===== src/rtl/mem_arbiter.sv =====
// Arbiter sharing one single-port memory between an instruction-fetch port
// and a load/store port. One transaction outstanding at a time; data wins
// ties unless it has already taken MAX_DSTREAK grants in a row while fetch
// was waiting. A hung memory is turned into an error response after TIMEOUT
// cycles so the core can recover.
module mem_arbiter #(
    parameter int ADDR_W      = 32,
    parameter int DATA_W      = 32,
    parameter int MAX_DSTREAK = 4,
    parameter int TIMEOUT     = 64
) (
    input  logic                clk,
    input  logic                rstn,
    // instruction fetch port
    input  logic                i_req,
    input  logic [ADDR_W-1:0]   i_addr,
    output logic                i_gnt,
    output logic                i_rvalid,
    output logic [DATA_W-1:0]   i_rdata,
    output logic                i_err,
    // load/store port
    input  logic                d_req,
    input  logic [DATA_W/8-1:0] d_we,
    input  logic [ADDR_W-1:0]   d_addr,
    input  logic [DATA_W-1:0]   d_wdata,
    output logic                d_gnt,
    output logic                d_rvalid,
    output logic [DATA_W-1:0]   d_rdata,
    output logic                d_err,
    // memory port
    output logic                mem_req,
    output logic [DATA_W/8-1:0] mem_we,
    output logic [ADDR_W-1:0]   mem_addr,
    output logic [DATA_W-1:0]   mem_wdata,
    input  logic                mem_ready,
    input  logic                mem_rvalid,
    input  logic [DATA_W-1:0]   mem_rdata
);

    localparam int BE_W = DATA_W / 8;
    localparam int SW   = $clog2(MAX_DSTREAK + 1);
    localparam int TW   = $clog2(TIMEOUT + 1);
    localparam logic [SW-1:0] STREAK_MAX = SW'(MAX_DSTREAK);
    localparam logic [TW-1:0] TMO_LIMIT  = TW'(TIMEOUT);

    typedef enum logic [1:0] {
        IDLE,
        ISSUE,
        WAIT
    } state_t;

    state_t            state, state_nxt;
    logic [SW-1:0]     streak, streak_nxt;
    logic [TW-1:0]     tcnt, tcnt_nxt, tcnt_inc;
    logic              owner_d, owner_d_nxt;
    logic              done, tmo;
    logic [DATA_W-1:0] rsp_data;

    logic              mem_req_nxt;
    logic [BE_W-1:0]   mem_we_nxt;
    logic [ADDR_W-1:0] mem_addr_nxt;
    logic [DATA_W-1:0] mem_wdata_nxt;
    logic              i_gnt_nxt, d_gnt_nxt;
    logic              i_rvalid_nxt, d_rvalid_nxt;
    logic [DATA_W-1:0] i_rdata_nxt, d_rdata_nxt;
    logic              i_err_nxt, d_err_nxt;

    // Saturating increment of the data-grant streak.
    function automatic logic [SW-1:0] streak_inc(input logic [SW-1:0] v);
        return (v == STREAK_MAX) ? v : v + 1'b1;
    endfunction

    // Next-state, arbitration, timeout and response formation.
    always_comb begin
        state_nxt     = state;
        streak_nxt    = streak;
        tcnt_nxt      = tcnt;
        owner_d_nxt   = owner_d;
        mem_req_nxt   = mem_req;
        mem_we_nxt    = mem_we;
        mem_addr_nxt  = mem_addr;
        mem_wdata_nxt = mem_wdata;
        i_gnt_nxt     = 1'b0;
        d_gnt_nxt     = 1'b0;
        i_rvalid_nxt  = 1'b0;
        d_rvalid_nxt  = 1'b0;
        i_rdata_nxt   = i_rdata;
        d_rdata_nxt   = d_rdata;
        i_err_nxt     = i_err;
        d_err_nxt     = d_err;
        done          = 1'b0;
        tmo           = 1'b0;
        rsp_data      = '0;
        tcnt_inc      = tcnt + 1'b1;

        case (state)
            IDLE: begin
                if (i_req || d_req) begin
                    if (d_req && !(i_req && streak == STREAK_MAX)) begin
                        owner_d_nxt   = 1'b1;
                        d_gnt_nxt     = 1'b1;
                        mem_we_nxt    = d_we;
                        mem_addr_nxt  = d_addr;
                        mem_wdata_nxt = d_wdata;
                        // the streak only counts grants that actually made fetch wait
                        streak_nxt    = i_req ? streak_inc(streak) : '0;
                    end else begin
                        owner_d_nxt   = 1'b0;
                        i_gnt_nxt     = 1'b1;
                        mem_we_nxt    = '0;
                        mem_addr_nxt  = i_addr;
                        mem_wdata_nxt = '0;
                        streak_nxt    = '0;
                    end
                    mem_req_nxt = 1'b1;
                    tcnt_nxt    = '0;
                    state_nxt   = ISSUE;
                end
            end
            ISSUE: begin
                tcnt_nxt = tcnt_inc;
                // mem_rvalid without mem_ready is not a completion
                if (mem_ready) begin
                    mem_req_nxt = 1'b0;
                    if (mem_rvalid) begin
                        done = 1'b1;
                    end else begin
                        state_nxt = WAIT;
                    end
                end
                tmo = !done && (tcnt_inc == TMO_LIMIT);
            end
            WAIT: begin
                tcnt_nxt = tcnt_inc;
                done     = mem_rvalid;
                tmo      = !done && (tcnt_inc == TMO_LIMIT);
            end
            default: begin
                state_nxt   = IDLE;
                mem_req_nxt = 1'b0;
            end
        endcase

        if (done || tmo) begin
            state_nxt   = IDLE;
            mem_req_nxt = 1'b0;
            // writes and timed-out accesses return zero data
            rsp_data    = (done && mem_we == '0) ? mem_rdata : '0;
            if (owner_d) begin
                d_rvalid_nxt = 1'b1;
                d_rdata_nxt  = rsp_data;
                d_err_nxt    = tmo;
            end else begin
                i_rvalid_nxt = 1'b1;
                i_rdata_nxt  = rsp_data;
                i_err_nxt    = tmo;
            end
        end
    end

    // State and registered outputs; reset abandons any in-flight access.
    always_ff @(posedge clk or negedge rstn) begin
        if (!rstn) begin
            state     <= IDLE;
            streak    <= '0;
            tcnt      <= '0;
            owner_d   <= 1'b0;
            mem_req   <= 1'b0;
            mem_we    <= '0;
            mem_addr  <= '0;
            mem_wdata <= '0;
            i_gnt     <= 1'b0;
            d_gnt     <= 1'b0;
            i_rvalid  <= 1'b0;
            d_rvalid  <= 1'b0;
            i_rdata   <= '0;
            d_rdata   <= '0;
            i_err     <= 1'b0;
            d_err     <= 1'b0;
        end else begin
            state     <= state_nxt;
            streak    <= streak_nxt;
            tcnt      <= tcnt_nxt;
            owner_d   <= owner_d_nxt;
            mem_req   <= mem_req_nxt;
            mem_we    <= mem_we_nxt;
            mem_addr  <= mem_addr_nxt;
            mem_wdata <= mem_wdata_nxt;
            i_gnt     <= i_gnt_nxt;
            d_gnt     <= d_gnt_nxt;
            i_rvalid  <= i_rvalid_nxt;
            d_rvalid  <= d_rvalid_nxt;
            i_rdata   <= i_rdata_nxt;
            d_rdata   <= d_rdata_nxt;
            i_err     <= i_err_nxt;
            d_err     <= d_err_nxt;
        end
    end

endmodule


===== config.mk =====
export PLATFORM = sky130hd
export DESIGN_NAME = mem_arbiter
export DESIGN_NICKNAME = d
export VERILOG_FILES = /design/src/rtl/mem_arbiter.sv
export SDC_FILE = /design/constraint.sdc
export NUM_CORES = 1
export LEC_CHECK = 0
export ABC_AREA = 1
export CAP_MARGIN = 20
export CELL_PAD_IN_SITES_DETAIL_PLACEMENT = 1
export CELL_PAD_IN_SITES_GLOBAL_PLACEMENT = 1
export CORE_ASPECT_RATIO = 0.75
export CORE_MARGIN = 4
export CORE_UTILIZATION = 33
export DETAILED_ROUTE_END_ITERATION = 7
export PLACE_DENSITY = 0.88
export SYNTH_ARGS = -nofsm -noshare
export SYNTH_HDL_FRONTEND = slang
export SYNTH_SLANG_ARGS = --single-unit
export TNS_END_PERCENT = 1

===== constraint.sdc =====
create_clock -name clk -period 2.71 [get_ports clk]
set_clock_uncertainty 0.1 [all_clocks]
set_input_delay 0.271 -clock clk [delete_from_list [all_inputs] [get_ports clk]]
set_output_delay 0.271 -clock clk [all_outputs]
set_load 0.05 [all_outputs]

### Yosys cells after proc, flatten, opt, wreduce, memory -nomap -nowiden

Index checks and enable logic that the tools add are counted.

| cells by class | value |
|---|---|
| eq/ne operators | 10 |
| muxes and demuxes | 33 |
| $add $sub $neg | 2 |
| reduce and logical (&&, ||, !) cells | 21 |
| bitwise operators | 1 |

Operator list:

| cell | number |
|---|---|
| 2-to-1 mux 32 bit | 3 |
| 2-to-1 mux 1 bit | 16 |
| one-hot mux 7 bit (2 select lines) | 1 |
| inequality test 3 bit, second input constant | 4 |
| 2-to-1 mux 3 bit | 3 |
| 2-to-1 mux 2 bit | 4 |
| AND reduction 2 bit | 4 |
| adder 7 x 1 -> 7 bit, second input constant | 1 |
| equality test 7 bit, second input constant | 1 |
| 2-to-1 mux 7 bit | 1 |
| one-hot mux 2 bit (3 select lines) | 1 |
| AND reduction 3 bit | 2 |
| logical AND 1 bit | 5 |
| logical NOT 4 bit | 1 |
| 2-to-1 mux 4 bit | 1 |
| inequality test 2 bit, second input constant | 2 |
| one-hot mux 1 bit (2 select lines) | 2 |
| AND reduction 4 bit | 1 |
| adder 3 x 1 -> 3 bit, second input constant | 1 |
| equality test 3 bit, second input constant | 1 |
| logical NOT 1 bit | 3 |
| one-hot mux 1 bit (3 select lines) | 1 |
| equality test 2 x 1 -> 1 bit, second input constant | 1 |
| equality test 2 bit, second input constant | 1 |
| 5 further kinds | 6 |

| storage, ports and cells | value |
|---|---|
| bits of input ports | 138 |
| logic and storage cells | 83 |
| output and inout bits | 139 |
| register bits | 152 |

### Logic depth before layout (Yosys ltp)

| logic depth | value |
|---|---|
| depth after elaboration | 9 |
| depth in mapped cells | 13 |
| gate-level depth less buffers | 12 |

### Worst setup path before layout

No wires, ideal clock.

| path | value |
|---|---|
| kind | reg-to-reg |
| start | register state[0] |
| end | register tcnt[6] |
| stages on the path, launching flop included | 8 |
| setup time | 125 ps |
| period minus slack after synthesis | 1818 ps |
| slack | 892 ps |
| arrival time | 1593 ps |
| buffers on the path | 0 |
| data required time | 2485 ps |
| path through | dfrtp_1 > inv_1 > ha_1 > inv_1 > nor2_1 > inv_2 > o21ai_1 > mux2_2 |

| on the way | value |
|---|---|
| longest elaborated chain between the ends | 4 |
| elaborated cells on any way between the ends | 8 |
| those cells by class | eq/ne (3); mux (1); reduce/logical (4) |

RTL lines:

| item | line | RTL |
|---|---|---|
| start: declaration | 52 | `state_t state, state_nxt;` |
| start signal: assignment | 181 | `state <= state_nxt;` |
| equality test 2 x 1 -> 1 bit or equality test 2 bit (tied branches) | 96 | `case (state)` |
| OR reduction 2 bit (no line) | - |  |
| nonzero test 2 bit (no line) | - |  |
| AND reduction 2 bit (no line) | - |  |
| end signal: assignment | 183 | `tcnt <= tcnt_nxt;` |
| end: declaration | 54 | `logic [TW-1:0] tcnt, tcnt_nxt, tcnt_inc;` |

Parallel ways exist; a longest one is shown, timed or not.
A chain may end at the register's enable or synchronous reset.

### Worst setup path after layout

| path | value |
|---|---|
| start | register state[0] |
| end | register d_rdata[24] |

| on the way | value |
|---|---|
| longest elaborated chain between the ends | 4 |
| elaborated cells on any way between the ends | 8 |
| those cells by class | eq/ne (2); mux (3); reduce/logical (3) |

RTL lines:

| item | line | RTL |
|---|---|---|
| equality test 2 bit or equality test 2 x 1 -> 1 bit (tied branches) | 96 |  |
| one-hot mux 1 bit (2 select lines) | 96 |  |
| logical AND 1 bit or logical OR 1 bit (tied branches) | 148, 144 |  |
| 2-to-1 mux 32 bit or AND reduction 2 bit (tied branches) | - |  |
| end signal: assignment | 194 | `d_rdata <= d_rdata_nxt;` |
| end: declaration | 28 | `output logic [DATA_W-1:0] d_rdata,` |

Parallel ways exist; a longest one is shown, timed or not.

==> results.md <==
* Number of diodes at 0
* Final period util at approximately 90%
* Vias in the first global route at 6,558
* Via Count at around 6,100
* Tightest hold margin at 0.1572 ns
* DP Worst Slack at ~0.25 ns
* Slew headroom at between 50 and 60%
* Rows at 44
* Routed wire length at between 20 and 25 mm
* DP Area at 9534 um2
* Reg clk slew, reported paths at around 0.060 ns
* Worst setup margin at about 0.33 ns
* Fin. Hold Viols at 0
* R2r setup slk at around 0.33 ns
* Post-DP HPWL at 16.43 mm
* Sum Neg Setup Slack at 0 ns
* Die Y at about 130 um
* Share of layout cells above drive strength 1 at around 5.4%
* Register area share after synthesis at 58.48%
* Critical path, cell by cell: inv_1, ha_1, inv_1, a21oi_1, inv_1, nand2_4, nand2_2, nand2_1, nand2_1
* Hold Crit Class: in2async
* Max IR drop VDD at ~650 uV
* CTS Buffer Depth at 2
* Syn. warnings at 0
* Inst Count DP at around 1,200
* CTS H-tree depth at 4
* Final core occ at roughly 52%
* Detailed Routing Iterations Pass 1 at 7
* P per Cell Area at around 1100 nW/um2
* Slew at the pin with the worst max-slew slack at about 0.67 ns
* Gr ovfl total at 0
* Area Growth Syn to Fin at 55.54%
* Fmax at about 420 MHz
* Non-filler cells, final at about 1,300
* Worst-path maximum fanout at 34
* DRC Markers at 0
* Worst Setup End Kind: flip-flop
* Avg WL per Cell at about 18 um
* # setup viols final at 0
* Avg Inst Size Synth at ~9 um2
* Post-cts sizing count at 0
* Cell leakage power at 4.875 nW
* Outcome: complete, no violations
* Max Cap Viol at 0
* First-pass GRT wire length at between 30 and 40 mm
* Largest net degree at the start of global routing at 70
* Postcts setup bufs at 0
* Design area at ~10,000 um2
* RSZ-0062 raised after global routing: false
* # IOs at roughly 280
* Syn Nets at 879
* GR Util All Layers at 20.51%
* Max-slew violations at 0
* CP max stage delay at approximately 0.40 ns
* CTS tree: yes
* Antenna Violating Nets Remaining at 0
* Post-synthesis cell count at between 700 and 800
* Crit path kind: reg2reg
* Final min period at about 2.4 ns
* CTS Buf Count at 17
* Die X at between 150 and 200 um
* Synth cell types at 23
* Synth Cell Area at roughly 6500 um2
* # port buffers at roughly 280
* FF-to-FF Start: state[0]
* CTS Sinks at 152
* Worst EP required at 2.91 ns
* R2R Path End: d_rdata[24]
* Most frequent CP cell: inv_1
* Initial core utilization at around 34%
* Vias per inst at about 4.8
* Fin nets at ~1,200
* Clk root buf: clkbuf_16
* Critical path startpoint category: flip-flop
* DR iter-0 viols at between 200 and 300
* Worst R2R Path Depth at 9
* Crit path to: d_rdata[24]
* FF+latch count, synth at 152
* Clock Latency Late Sink at around 0.4 ns
* Gp weighted congestion at 0.7844
* Core area at 19,380 um2
* CP arrival at approximately 2.6 ns
* CP Launch Point: state[0]
* Area of the die at 22,040 um2
* Highest-delay cell along the critical path: dfrtp_1
* Total power at 11.43 mW
* Initial antenna violation count at 0
[per-layer routing]
metal	vias up	GRT usage, %	part of all wire [%]
met5	-	0	0
met1	3037	25.62	43
met2	171	34.25	49
met3	31	6.282	6.5
li1	2899	-	-
met4	0	6.667	2.1
[worst min-delay path by stage]
stage / from / depth (start not counted) / to / slack, ns
2_1_floorplan: rstn / 0 / d_err / -0.12
3_3_place_gp: rstn / 1 / i_rdata[28] / 0.03
3_5_place_dp: rstn / 1 / i_rdata[26] / 0.03
4_1_cts: rstn / 2 / i_rdata[26] / 0.15
5_1_grt: rstn / 2 / i_rdata[26] / 0.17
6_report: rstn / 2 / i_rdata[26] / 0.16
[flip-flops by register name (all words and copies together), names as in the netlist]
signal	count
d_rdata	32
i_rdata	32
mem_addr	32
mem_wdata	32
tcnt	7
mem_we	4
streak	3
state	2
d_err	1
d_gnt	1
d_rvalid	1
i_err	1
i_gnt	1
i_rvalid	1
mem_req	1
owner_d	1
[power breakdown]
part	switching (mW)	internal, mW
sequential	0.433	2.94
clock	0.991	1.32
combinational	3.88	1.85
total	5.31	6.12
[cell usage in the layout (no fill, tap or decap), types with 2 or more instances in the layout]
master             n
inv_1             52
dfrtp_1          152
a22o_1            33
clkinv_4           3
inv_6              3
o22ai_1            2
a21oi_1           33
clkdlybuf4s50_1  275
buf_4             12
clkinvlp_4         2
nor2_1            53
clkbuf_8           2
clkinv_1           2
buf_12             3
clkinv_2           2
nand3_1           95
clkbuf_16         17
o21ai_1            2
nand2_1          236
nand4_1            5
o21ai_0            9
nand2_2            3
ha_1               8
[synth_stat cells (all sizes together)]
cell type	number	area share, %
nand2	240	14
dfrtp	152	58
nand3	95	7.3
nor2	55	3.2
inv	53	3.1
a21oi	33	2.5
a22o	33	4.4
clkbuf	22	1.3
buf	18	2.0
o21ai	11	0.85
ha	8	1.5
nand4	5	0.48
clkinv	2	0.12
o22ai	2	0.19
mux2	1	0.17
nor3	1	0.077
o21bai	1	0.12
xnor2	1	0.13
[timing repair]
action | 4_1_cts | 5_1_grt
endpoints found under the setup margin | 0 | 0
endpoints found under the hold margin | 88 | 0
hold buffers | 1 | 0
[cells by family (layout without fill, tap and decap cells)]
| logic type | after synthesis | count (layout) | synth area share (%) |
|---|---|---|---|
| xor+xnor | 1 | 1 | 0.1347 |
| buf+inv | 95 | 378 | 6.406 |
| compound gates | 80 | 80 | 8.138 |
| mux | 1 | 1 | 0.1731 |
| simple gates | 396 | 396 | 25.13 |
| flops | 152 | 152 | 58.48 |
| fa+ha+maj | 8 | 8 | 1.539 |
[critical path, delay by kind of cell (launching register included)]
family | cells | cell delay [ns]
flip-flops | 1 | 0.40
AND/OR/NAND/NOR | 4 | 0.82
buffers and inverters | 3 | 0.34
AO/OA/AOI/OAI | 1 | 0.27
adder cells (fa/ha/maj) | 1 | 0.33
[final cells by class]
type | count | area (um2)
clock inverters | 12 | 118.9
inverters | 55 | 206.4
clock buffers | 19 | 452.9
well taps | 253 | 316.6
multi-input cells | 486 | 2293
repair buffers | 292 | 2924
fillers | 2266 | 9263
flip-flops and latches | 152 | 3804
(Power assumes the default switching activity.)
